$ cat src/rtl/axis_arb_pkg.sv
// Shared types and helpers for the AXI-Stream packet round-robin arbiter.
package axis_arb_pkg;

   // Arbiter FSM: IDLE waits for an eligible requester, LOCKED holds a grant.
   typedef enum logic [0:0] {
      IDLE   = 1'b0,
      LOCKED = 1'b1
   } arb_state_e;

   // Modulo-n increment of a channel index; n need not be a power of two.
   function automatic int rr_next_idx(input int ptr, input int n);
      return (ptr >= n - 1) ? 0 : ptr + 1;
   endfunction

endpackage

$ cat src/rtl/rr_priority_picker.sv
// Combinational round-robin picker: first set bit of req, scanning from ptr+1
// upward with wrap-around. Implemented as a double-width rotate followed by a
// lowest-bit priority encoder on the rotated vector.
module rr_priority_picker
   import axis_arb_pkg::*;
#(
   parameter int N = 5,
   parameter int W = $clog2(N)
) (
   input  logic [N-1:0] req,
   input  logic [W-1:0] ptr,
   output logic         any,
   output logic [W-1:0] idx,
   output logic [N-1:0] onehot
);

   logic [2*N-1:0] dbl;
   logic [N-1:0]   rot;
   int             start;
   int             sum;

   // Rotate so that channel ptr+1 lands in bit 0, then take the lowest set bit.
   always_comb begin
      start = rr_next_idx(int'(ptr), N);
      dbl   = {req, req} >> start;
      rot   = dbl[N-1:0];
      any   = |rot;
      idx   = '0;
      sum   = 0;
      for (int k = N - 1; k >= 0; k--) begin
         if (rot[k]) begin
            sum = start + k;
            if (sum >= N) begin
               sum = sum - N;
            end
            idx = W'(sum);
         end
      end
   end

   // One-hot form of the picked index; all-zero when nothing is eligible.
   for (genvar gi = 0; gi < N; gi++) begin : g_onehot
      assign onehot[gi] = any && (idx == W'(gi));
   end

endmodule

$ cat src/rtl/axis_rr_packet_arbiter.sv
// Packet-level round-robin arbiter driving en/ctrl of an N:1 AXI-Stream mux.
// A grant is held until the accepted TLAST beat and/or a burst limit, then
// re-arbitrated in the same cycle so back-to-back packets see no bubble.
module axis_rr_packet_arbiter
   import axis_arb_pkg::*;
#(
   parameter int CHANNEL_NUMBER       = 5,
   parameter int CHANNEL_NUMBER_WIDTH = $clog2(CHANNEL_NUMBER),
   parameter bit LOCK_ON_TLAST        = 1'b1,
   parameter int MAX_BURST            = 0
) (
   input  logic                            ACLK,
   input  logic                            ARESET,
   input  logic [CHANNEL_NUMBER-1:0]       req_i,
   input  logic [CHANNEL_NUMBER-1:0]       mask_i,
   input  logic                            hs_i,
   input  logic                            last_i,
   output logic                            en_o,
   output logic [CHANNEL_NUMBER_WIDTH-1:0] ctrl_o,
   output logic [CHANNEL_NUMBER-1:0]       grant_o
);

   localparam int BEAT_W = (MAX_BURST > 0) ? $clog2(MAX_BURST + 1) : 1;

   // A grant that can never be released would lock the mux forever.
   if (!LOCK_ON_TLAST && MAX_BURST == 0) begin : g_bad_cfg
      $error("axis_rr_packet_arbiter: LOCK_ON_TLAST=0 requires MAX_BURST>0");
   end

   arb_state_e                      state_reg, state_next;
   logic                            en_reg, en_next;
   logic [CHANNEL_NUMBER_WIDTH-1:0] ctrl_reg, ctrl_next;
   logic [CHANNEL_NUMBER-1:0]       grant_reg, grant_next;
   logic [CHANNEL_NUMBER_WIDTH-1:0] rr_ptr_reg, rr_ptr_next;
   logic [BEAT_W-1:0]               beat_cnt_reg, beat_cnt_next;

   logic [CHANNEL_NUMBER-1:0]       elig;
   logic [CHANNEL_NUMBER_WIDTH-1:0] pick_ptr;
   logic                            pick_any;
   logic [CHANNEL_NUMBER_WIDTH-1:0] pick_idx;
   logic [CHANNEL_NUMBER-1:0]       pick_onehot;
   logic                            burst_hit;
   logic                            tlast_hit;
   logic                            rel;

   assign elig = req_i & mask_i;

   // While locked the only pick that matters is the release re-pick, which
   // starts after the finishing channel; the finisher is thereby lowest priority.
   assign pick_ptr = (state_reg == LOCKED) ? ctrl_reg : rr_ptr_reg;

   rr_priority_picker #(
      .N (CHANNEL_NUMBER),
      .W (CHANNEL_NUMBER_WIDTH)
   ) u_picker (
      .req    (elig),
      .ptr    (pick_ptr),
      .any    (pick_any),
      .idx    (pick_idx),
      .onehot (pick_onehot)
   );

   if (MAX_BURST > 0) begin : g_burst
      assign burst_hit = (beat_cnt_reg == BEAT_W'(MAX_BURST - 1));
   end else begin : g_no_burst
      assign burst_hit = 1'b0;
   end

   assign tlast_hit = LOCK_ON_TLAST && last_i;
   assign rel       = (state_reg == LOCKED) && hs_i && (tlast_hit || burst_hit);

   // State, pointer, counter and registered mux controls.
   always_ff @(posedge ACLK or posedge ARESET) begin
      if (ARESET) begin
         state_reg    <= IDLE;
         en_reg       <= 1'b0;
         ctrl_reg     <= '0;
         grant_reg    <= '0;
         rr_ptr_reg   <= CHANNEL_NUMBER_WIDTH'(CHANNEL_NUMBER - 1);
         beat_cnt_reg <= '0;
      end else begin
         state_reg    <= state_next;
         en_reg       <= en_next;
         ctrl_reg     <= ctrl_next;
         grant_reg    <= grant_next;
         rr_ptr_reg   <= rr_ptr_next;
         beat_cnt_reg <= beat_cnt_next;
      end
   end

   // Next-state logic: grant from IDLE, hold or release-and-regrant in LOCKED.
   always_comb begin
      state_next    = state_reg;
      en_next       = en_reg;
      ctrl_next     = ctrl_reg;
      grant_next    = grant_reg;
      rr_ptr_next   = rr_ptr_reg;
      beat_cnt_next = beat_cnt_reg;
      case (state_reg)
         IDLE: begin
            if (pick_any) begin
               state_next    = LOCKED;
               en_next       = 1'b1;
               ctrl_next     = pick_idx;
               grant_next    = pick_onehot;
               beat_cnt_next = '0;
            end
         end
         LOCKED: begin
            if (rel) begin
               rr_ptr_next   = ctrl_reg;
               beat_cnt_next = '0;
               if (pick_any) begin
                  ctrl_next  = pick_idx;
                  grant_next = pick_onehot;
               end else begin
                  state_next = IDLE;
                  en_next    = 1'b0;
                  grant_next = '0;
               end
            end else if (hs_i && (beat_cnt_reg != '1)) begin
               beat_cnt_next = beat_cnt_reg + 1'b1;
            end
         end
         default: begin
            state_next = IDLE;
            en_next    = 1'b0;
            grant_next = '0;
         end
      endcase
   end

   assign en_o    = en_reg;
   assign ctrl_o  = ctrl_reg;
   assign grant_o = grant_reg;

endmodule
$ cat config.mk
export PLATFORM = sky130hd
export DESIGN_NAME = axis_rr_packet_arbiter
export DESIGN_NICKNAME = d
export VERILOG_FILES = /design/src/rtl/axis_arb_pkg.sv /design/src/rtl/rr_priority_picker.sv /design/src/rtl/axis_rr_packet_arbiter.sv
export SDC_FILE = /design/constraint.sdc
export NUM_CORES = 1
export LEC_CHECK = 0
export ABC_CLOCK_PERIOD_IN_PS = 11200
export BUFFER_PORTS_ARGS = -buffer_cell sky130_fd_sc_hd__buf_2
export CAP_MARGIN = 20
export CORE_UTILIZATION = 61
export DETAILED_ROUTE_END_ITERATION = 8
export MAX_ROUTING_LAYER = met4
export PLACE_DENSITY = 0.85
export SYNTH_ARGS = -nofsm -noshare
export SYNTH_HDL_FRONTEND = slang
export SYNTH_SLANG_ARGS = --single-unit
$ cat constraint.sdc
create_clock -name ACLK -period 11.2 [get_ports ACLK]
set_clock_uncertainty 0.15 [all_clocks]
set_input_delay 1.68 -clock ACLK [delete_from_list [all_inputs] [get_ports ACLK]]
set_output_delay 1.68 -clock ACLK [all_outputs]
set_load 0.03 [all_outputs]
==> impl_metrics.ini, run 1 <==
[run_status]
outcome = finished clean

[floorplan]
boundaryPins = 23
dieWidth_um = 51.9
die_area_um2 = 2700
core_area_um2 = 2280
start_util_pct = 66.8
rows = 17
die_h_um = 51.9

[logic_synthesis]
yosys_warnings = 0
ys_ff_latch = 13
syn_area_um2 = 1520
syn_area_per_cell_um2 = 8.45
synth_top_area_share_pct = 19.8
ys_types = 57
synth_top_cell_by_area = dfrtp_1
synth.top_cells.by_area = dfrtp_1 20%, ha_1 6.6%, nand2_1 4.9%, a21oi_1 4.0%, mux2_2 3.7%
synth.net_count = 202
yosysSeqAreaShare_pct = 21.5
synth_async_sr_flop_share_pct = 100
synth_edf_count = 0
synthCells = 180
synthFlopType = dfrtp_1

[detailed_routing]
antenna_left = 0
wl_um = 4280
drc = 0
routed_via_density = 6.74
dr.pass1.iters = 4
avgRoutedWirePerCell_um = 18.8
vias = 1536
drtIter0Drc = 82

[global_routing]
grt_first_pass_wirelength_um = 6900
antenna_found_initial = 0
grt_pass1_vias = 1431
grt_remaining_overflow = 0
grt.total_usage_pct = 35.5
grt_max_degree = 16

[placement]
place_congestion = 0.921
dp_hpwl_um = 3140
pre_cts_ws_ns = 6.98
port-buffer-count = 22
dp.cells = 224

[clock_tree]
cts.reportedPaths.clkPinSlew_ns = 0.08
post_cts_buffers = 0
clk_latency_ns = 0.26
numCtsBuffers = 3
cts_root_buf = clkbuf_4
clock-sinks = 13
cts_max_path_buffers = 2
hold_buffers = 0
cts_resized = 0
h-tree-depth = 1
cts_tree = built

[hold_path]
hp-class = register to register
hold-path-cell-count = 1
min_from = rr_ptr_reg[1]

[timing]
rsz0062_at_grt = false
finalMaxSlewViolations = 0
finalCritPeriodShare_pct = 38.6
clock.fmax_mhz = 232
fin_ws_ns = 6.88
setup_viol_count_final = 0
fin_tns_setup_ns = 0
relSlewSlack_pct = 58.6
tightest_slew_ns = 0.620
min_period_ns = 4.32
hold_ws_ns = 0.359
hold_viol = 0

[critical_path]
start_kind = register
cp.arrival_ns = 4.34
cp_data_required_time_ns = 11.22
worstSetupPathType = register to register
r2r_slack_ns = 6.88
worstReg2RegStart = state_reg
reg2reg_depth = 15
crit_path_max_fanout = 15
crit_start = state_reg
crit_path_end_kind = register

[final_layout]
final_cells = 228
drive_gt1_share_pct = 23.5
diodes = 0
synthToLayoutAreaGrowth_pct = 8.15
nets = 223
largest_register_ffs = 5

[job]
max_cap_viol_count = 0
[critical path, stage by stage, from the launching register on]
cell and delay [ns]:
dfrtp_1 0.63, mux2i_1 0.38, inv_1 0.08, ha_1 0.32
and2_1 0.40, ha_1 0.38, a21oi_1 0.14, ha_1 0.27
nor3b_1 0.20, o22ai_1 0.12, a31oi_1 0.17, o311ai_0 0.15
a311oi_1 0.31, o32a_1 0.21, nand2_1 0.08, o32ai_1 0.24
[final cells by class]
| class | count | area (µm²) |
|---|---|---|
| sequential | 13 | 327 |
| fill | 169 | 632 |
| clock buffer | 4 | 26.3 |
| multi-input combinational | 147 | 1090 |
| inverter | 13 | 51.3 |
| timing repair buffer | 23 | 118 |
| tap | 28 | 35.0 |
[Yosys cell counts (all sizes together), types with 2 or more instances]
cell	n
nand3	10
mux2i	7
o32ai	5
inv	13
nor3b	3
and2	4
nand4b	2
dfrtp	12
mux2	6
mux4	2
a21oi	13
nand2b	4
ha	8
o311ai	2
xnor2	4
o21ai	12
a311oi	3
o22ai	2
nand2	20
nor3	4
o2111ai	3
buf	6
a2111oi	2
a211o	2
a31oi	3
nor2	10
and3	2
[worst paths after layout]
| kind | to |
|---|---|
| min in group asynchronous | ctrl_o[0] |
| worst min register to register | rr_ptr_reg[1] |
| max in group asynchronous | rr_ptr_reg[2] |
| worst max-delay path | grant_o[4] |
| worst max register to register | grant_o[4] |
| worst min-delay path | rr_ptr_reg[1] |
[through the flow]
step,area (µm²),utilization (%)
CTS,1640,72.2
floorplan,1520,-
detailed placement,1620,71.1
finish,1640,72.2
global route,1640,72.2
global placement,1620,71.1
[logic make-up after synthesis]
group	synth area share, %
other	0.247
AND/OR/NAND/NOR	22.1
XOR/XNOR	2.30
AO/OA/AOI/OAI	27.2
flip-flops	21.5
adder cells (fa/ha/maj)	6.58
buffers and inverters	7.00
multiplexers	13.1
[layout by cell type (no fill, tap or decap), types with 2 or more instances in the layout]
cell type / n
o21ai_1: 2
xnor2_1: 4
inv_1: 10
mux2_2: 5
o21ai_0: 10
a211o_1: 2
a31oi_1: 3
nor2_1: 10
nor3b_1: 2
mux4_2: 2
mux2i_1: 5
nand4b_1: 2
nand3_1: 10
nand2_1: 20
and2_1: 3
o32ai_1: 5
dfrtp_1: 12
and3_1: 2
buf_2: 22
a311oi_1: 3
ha_1: 8
o2111ai_1: 3
clkbuf_4: 3
nand2b_1: 3
nor3_1: 4
a21oi_1: 12
inv_2: 2
o22ai_1: 2
[per-layer routing]
| layer | part of all wire [%] | vias to the layer above | GRT usage (%) |
|---|---|---|---|
| li1 | - | 722 | - |
| met1 | 40 | 709 | 43.1 |
| met2 | 51 | 99 | 63.2 |
| met3 | 7.5 | 6 | 2.34 |
| met4 | 1.1 | 0 | 9.46 |
| met5 | 0 | - | - |
Power of run 1 is left out: the tool's default activity adds up to more than one toggle a clock period on the data nets, which glitch-free logic cannot reach.
==> run 2, diff against run 1 <==
--- a/config.mk
+++ b/config.mk
@@ -5,13 +5,13 @@
 export SDC_FILE = /design/constraint.sdc
 export NUM_CORES = 1
 export LEC_CHECK = 0
-export ABC_CLOCK_PERIOD_IN_PS = 11200
+export ABC_CLOCK_PERIOD_IN_PS = 4000
 export BUFFER_PORTS_ARGS = -buffer_cell sky130_fd_sc_hd__buf_2
 export CAP_MARGIN = 20
-export CORE_UTILIZATION = 61
+export CORE_UTILIZATION = 57
 export DETAILED_ROUTE_END_ITERATION = 8
 export MAX_ROUTING_LAYER = met4
-export PLACE_DENSITY = 0.85
+export PLACE_DENSITY = 0.8
 export SYNTH_ARGS = -nofsm -noshare
 export SYNTH_HDL_FRONTEND = slang
 export SYNTH_SLANG_ARGS = --single-unit
==> constraint.sdc (replaced) <==
create_clock -name ACLK -period 4 [get_ports ACLK]
set_clock_uncertainty 0.15 [all_clocks]
set_input_delay 0.6 -clock ACLK [delete_from_list [all_inputs] [get_ports ACLK]]
set_output_delay 0.6 -clock ACLK [all_outputs]
set_load 0.03 [all_outputs]
==> run 2 against run 1 <==
Net effect:
- via count rose by 0.98%
- core utilization fell by 4.6 points
- sequential share of layout area fell by 0.56 points
- global-route usage fell by 5.1 points
- routed wire length fell by 8.5%
- cell area rose by 2.9%
- non-clock buffer count rose by 6
- critical path depth fell by 1
- clock-buffer cell count did not move
- die area rose by 6.8%
- flip-flop and latch count did not move
- highest routed layer unchanged
==> impl_metrics.ini, run 2 (synthesized netlist as in run 1, its figures left out) <==
[final_layout]
largest_register_ffs = 5
diodes = 0
nets = 229
num-fill-cells = 205
layout_common_cells = 22 x buf_2, 20 x nand2_1, 12 x a21oi_1, 12 x dfrtp_1
drive_gt1_share_pct = 25.7
synthToLayoutAreaGrowth_pct = 11.3
final_cells = 236
final_common_cell = buf_2

[critical_path]
slowest_stage = dfrtp_1
reg2reg_depth = 14
crit_path_max_fanout = 12
r2r_end = grant_o[4]
critical_path.cell_chain = mux2_2, ha_1, and2_4, ha_1, a21oi_1, ha_1, nor3b_1, o22ai_1, a31oi_1, o311ai_0, a311oi_1, o32a_1, nand2_1, o32ai_1
crit_path_end_kind = register
worstReg2RegStart = state_reg
start_kind = register
r2r_slack_ns = 0.39
worstSetupPathType = register to register
cp_data_required_time_ns = 4.03
path_buf_inv = 0
cp_top_family = compound AO/OA/AOI/OAI gates
cp.arrival_ns = 3.64
crit_path_max_incr_delay_ns = 0.39
cp_common_cell = ha_1

[global_routing]
grt_first_pass_wirelength_um = 6020
grt_max_degree = 14
grt_remaining_overflow = 0
antenna_found_initial = 0
grt_pass1_vias = 1287
grt.total_usage_pct = 30.5

[timing]
hold_ws_ns = 0.186
min_period_ns = 3.61
finalMaxSlewViolations = 0
rsz0062_at_grt = false
finalCritPeriodShare_pct = 90.3
hold_viol = 0
clock.fmax_mhz = 277
setup_viol_count_final = 0
fin_tns_setup_ns = 0

[placement]
dp.cells = 232
dp_hpwl_um = 3060
port-buffer-count = 22
place_congestion = 0.910

[floorplan]
rows = 18
boundaryPins = 23
dieWidth_um = 53.6
die_h_um = 53.6
core_area_um2 = 2500
die_area_um2 = 2880
start_util_pct = 60.8

[detailed_routing]
antenna_left = 0
routed_via_density = 6.57
vias = 1551
drtIter0Drc = 73
drc = 0
dr.pass1.iters = 5
avgRoutedWirePerCell_um = 16.6
wl_um = 3920

[hold_path]
hp-class = primary input to async pin

[clock_tree]
post_cts_buffers = 0
cts_tree = built
cts_root_buf = clkbuf_4
hold_buffers = 0
cts_max_path_buffers = 2
clk_latency_ns = 0.27
clock-sinks = 13
cts.reportedPaths.clkPinSlew_ns = 0.07
h-tree-depth = 1
numCtsBuffers = 3
cts_resized = 0

[job]
max_cap_viol_count = 0

[run_status]
outcome = finished clean
-- run 2: cell type report --
cell class	count	area [µm²]	area share (%)
Multi-Input combinational cell	147	1090	64.3
Tap cell	30	37.5	2.22
Inverter	13	51.3	3.03
Timing Repair Buffer	29	163	9.62
Sequential cell	13	327	19.3
Clock buffer	4	26.3	1.55
-- run 2: metal layers --
layer | track usage [%] | routed length (µm) | vias up
met1 | 38.9 | 1730 | 740
li1 | - | - | 739
met5 | - | 0 | -
met4 | 11.4 | 57 | 0
met3 | 1.13 | 202 | 10
met2 | 51.0 | 1930 | 62
-- run 2: worst register-to-register path, delay by kind of cell, from the launching register on --
family                     cells  cell delay (ns)
adders and majority gates      3             0.87
and+or+nand+nor                3             0.48
AOI/OAI and AO/OA              7             1.29
DFF                            1             0.39
muxes                          1             0.35
-- run 2: how the worst max path moves through the flow --
stage                         start         end  slack [ns]  cells after the start
final                     state_reg  grant_o[4]        0.39                     14
after global routing      ctrl_o[0]  grant_o[1]        0.02                     13
after CTS                 state_reg  grant_o[4]        0.41                     14
after detailed placement  state_reg  grant_o[4]        0.41                     14
after global placement    state_reg  grant_o[1]        0.52                     12
after floorplan           state_reg  grant_o[4]        0.27                     19
-- run 2: metrics by stage --
| step | setup WS [ns] | cell area (µm²) | util (%) |
|---|---|---|---|
| after global placement | 0.519 | 1670 | 66.6 |
| after detailed placement | 0.415 | 1670 | 66.6 |
| after floorplan | 0.268 | 1520 | - |
| after global routing | 0.0233 | 1690 | 67.7 |
| final | 0.387 | 1690 | 67.7 |
| after CTS | 0.407 | 1690 | 67.7 |
Power of run 2 is left out for the same reason.
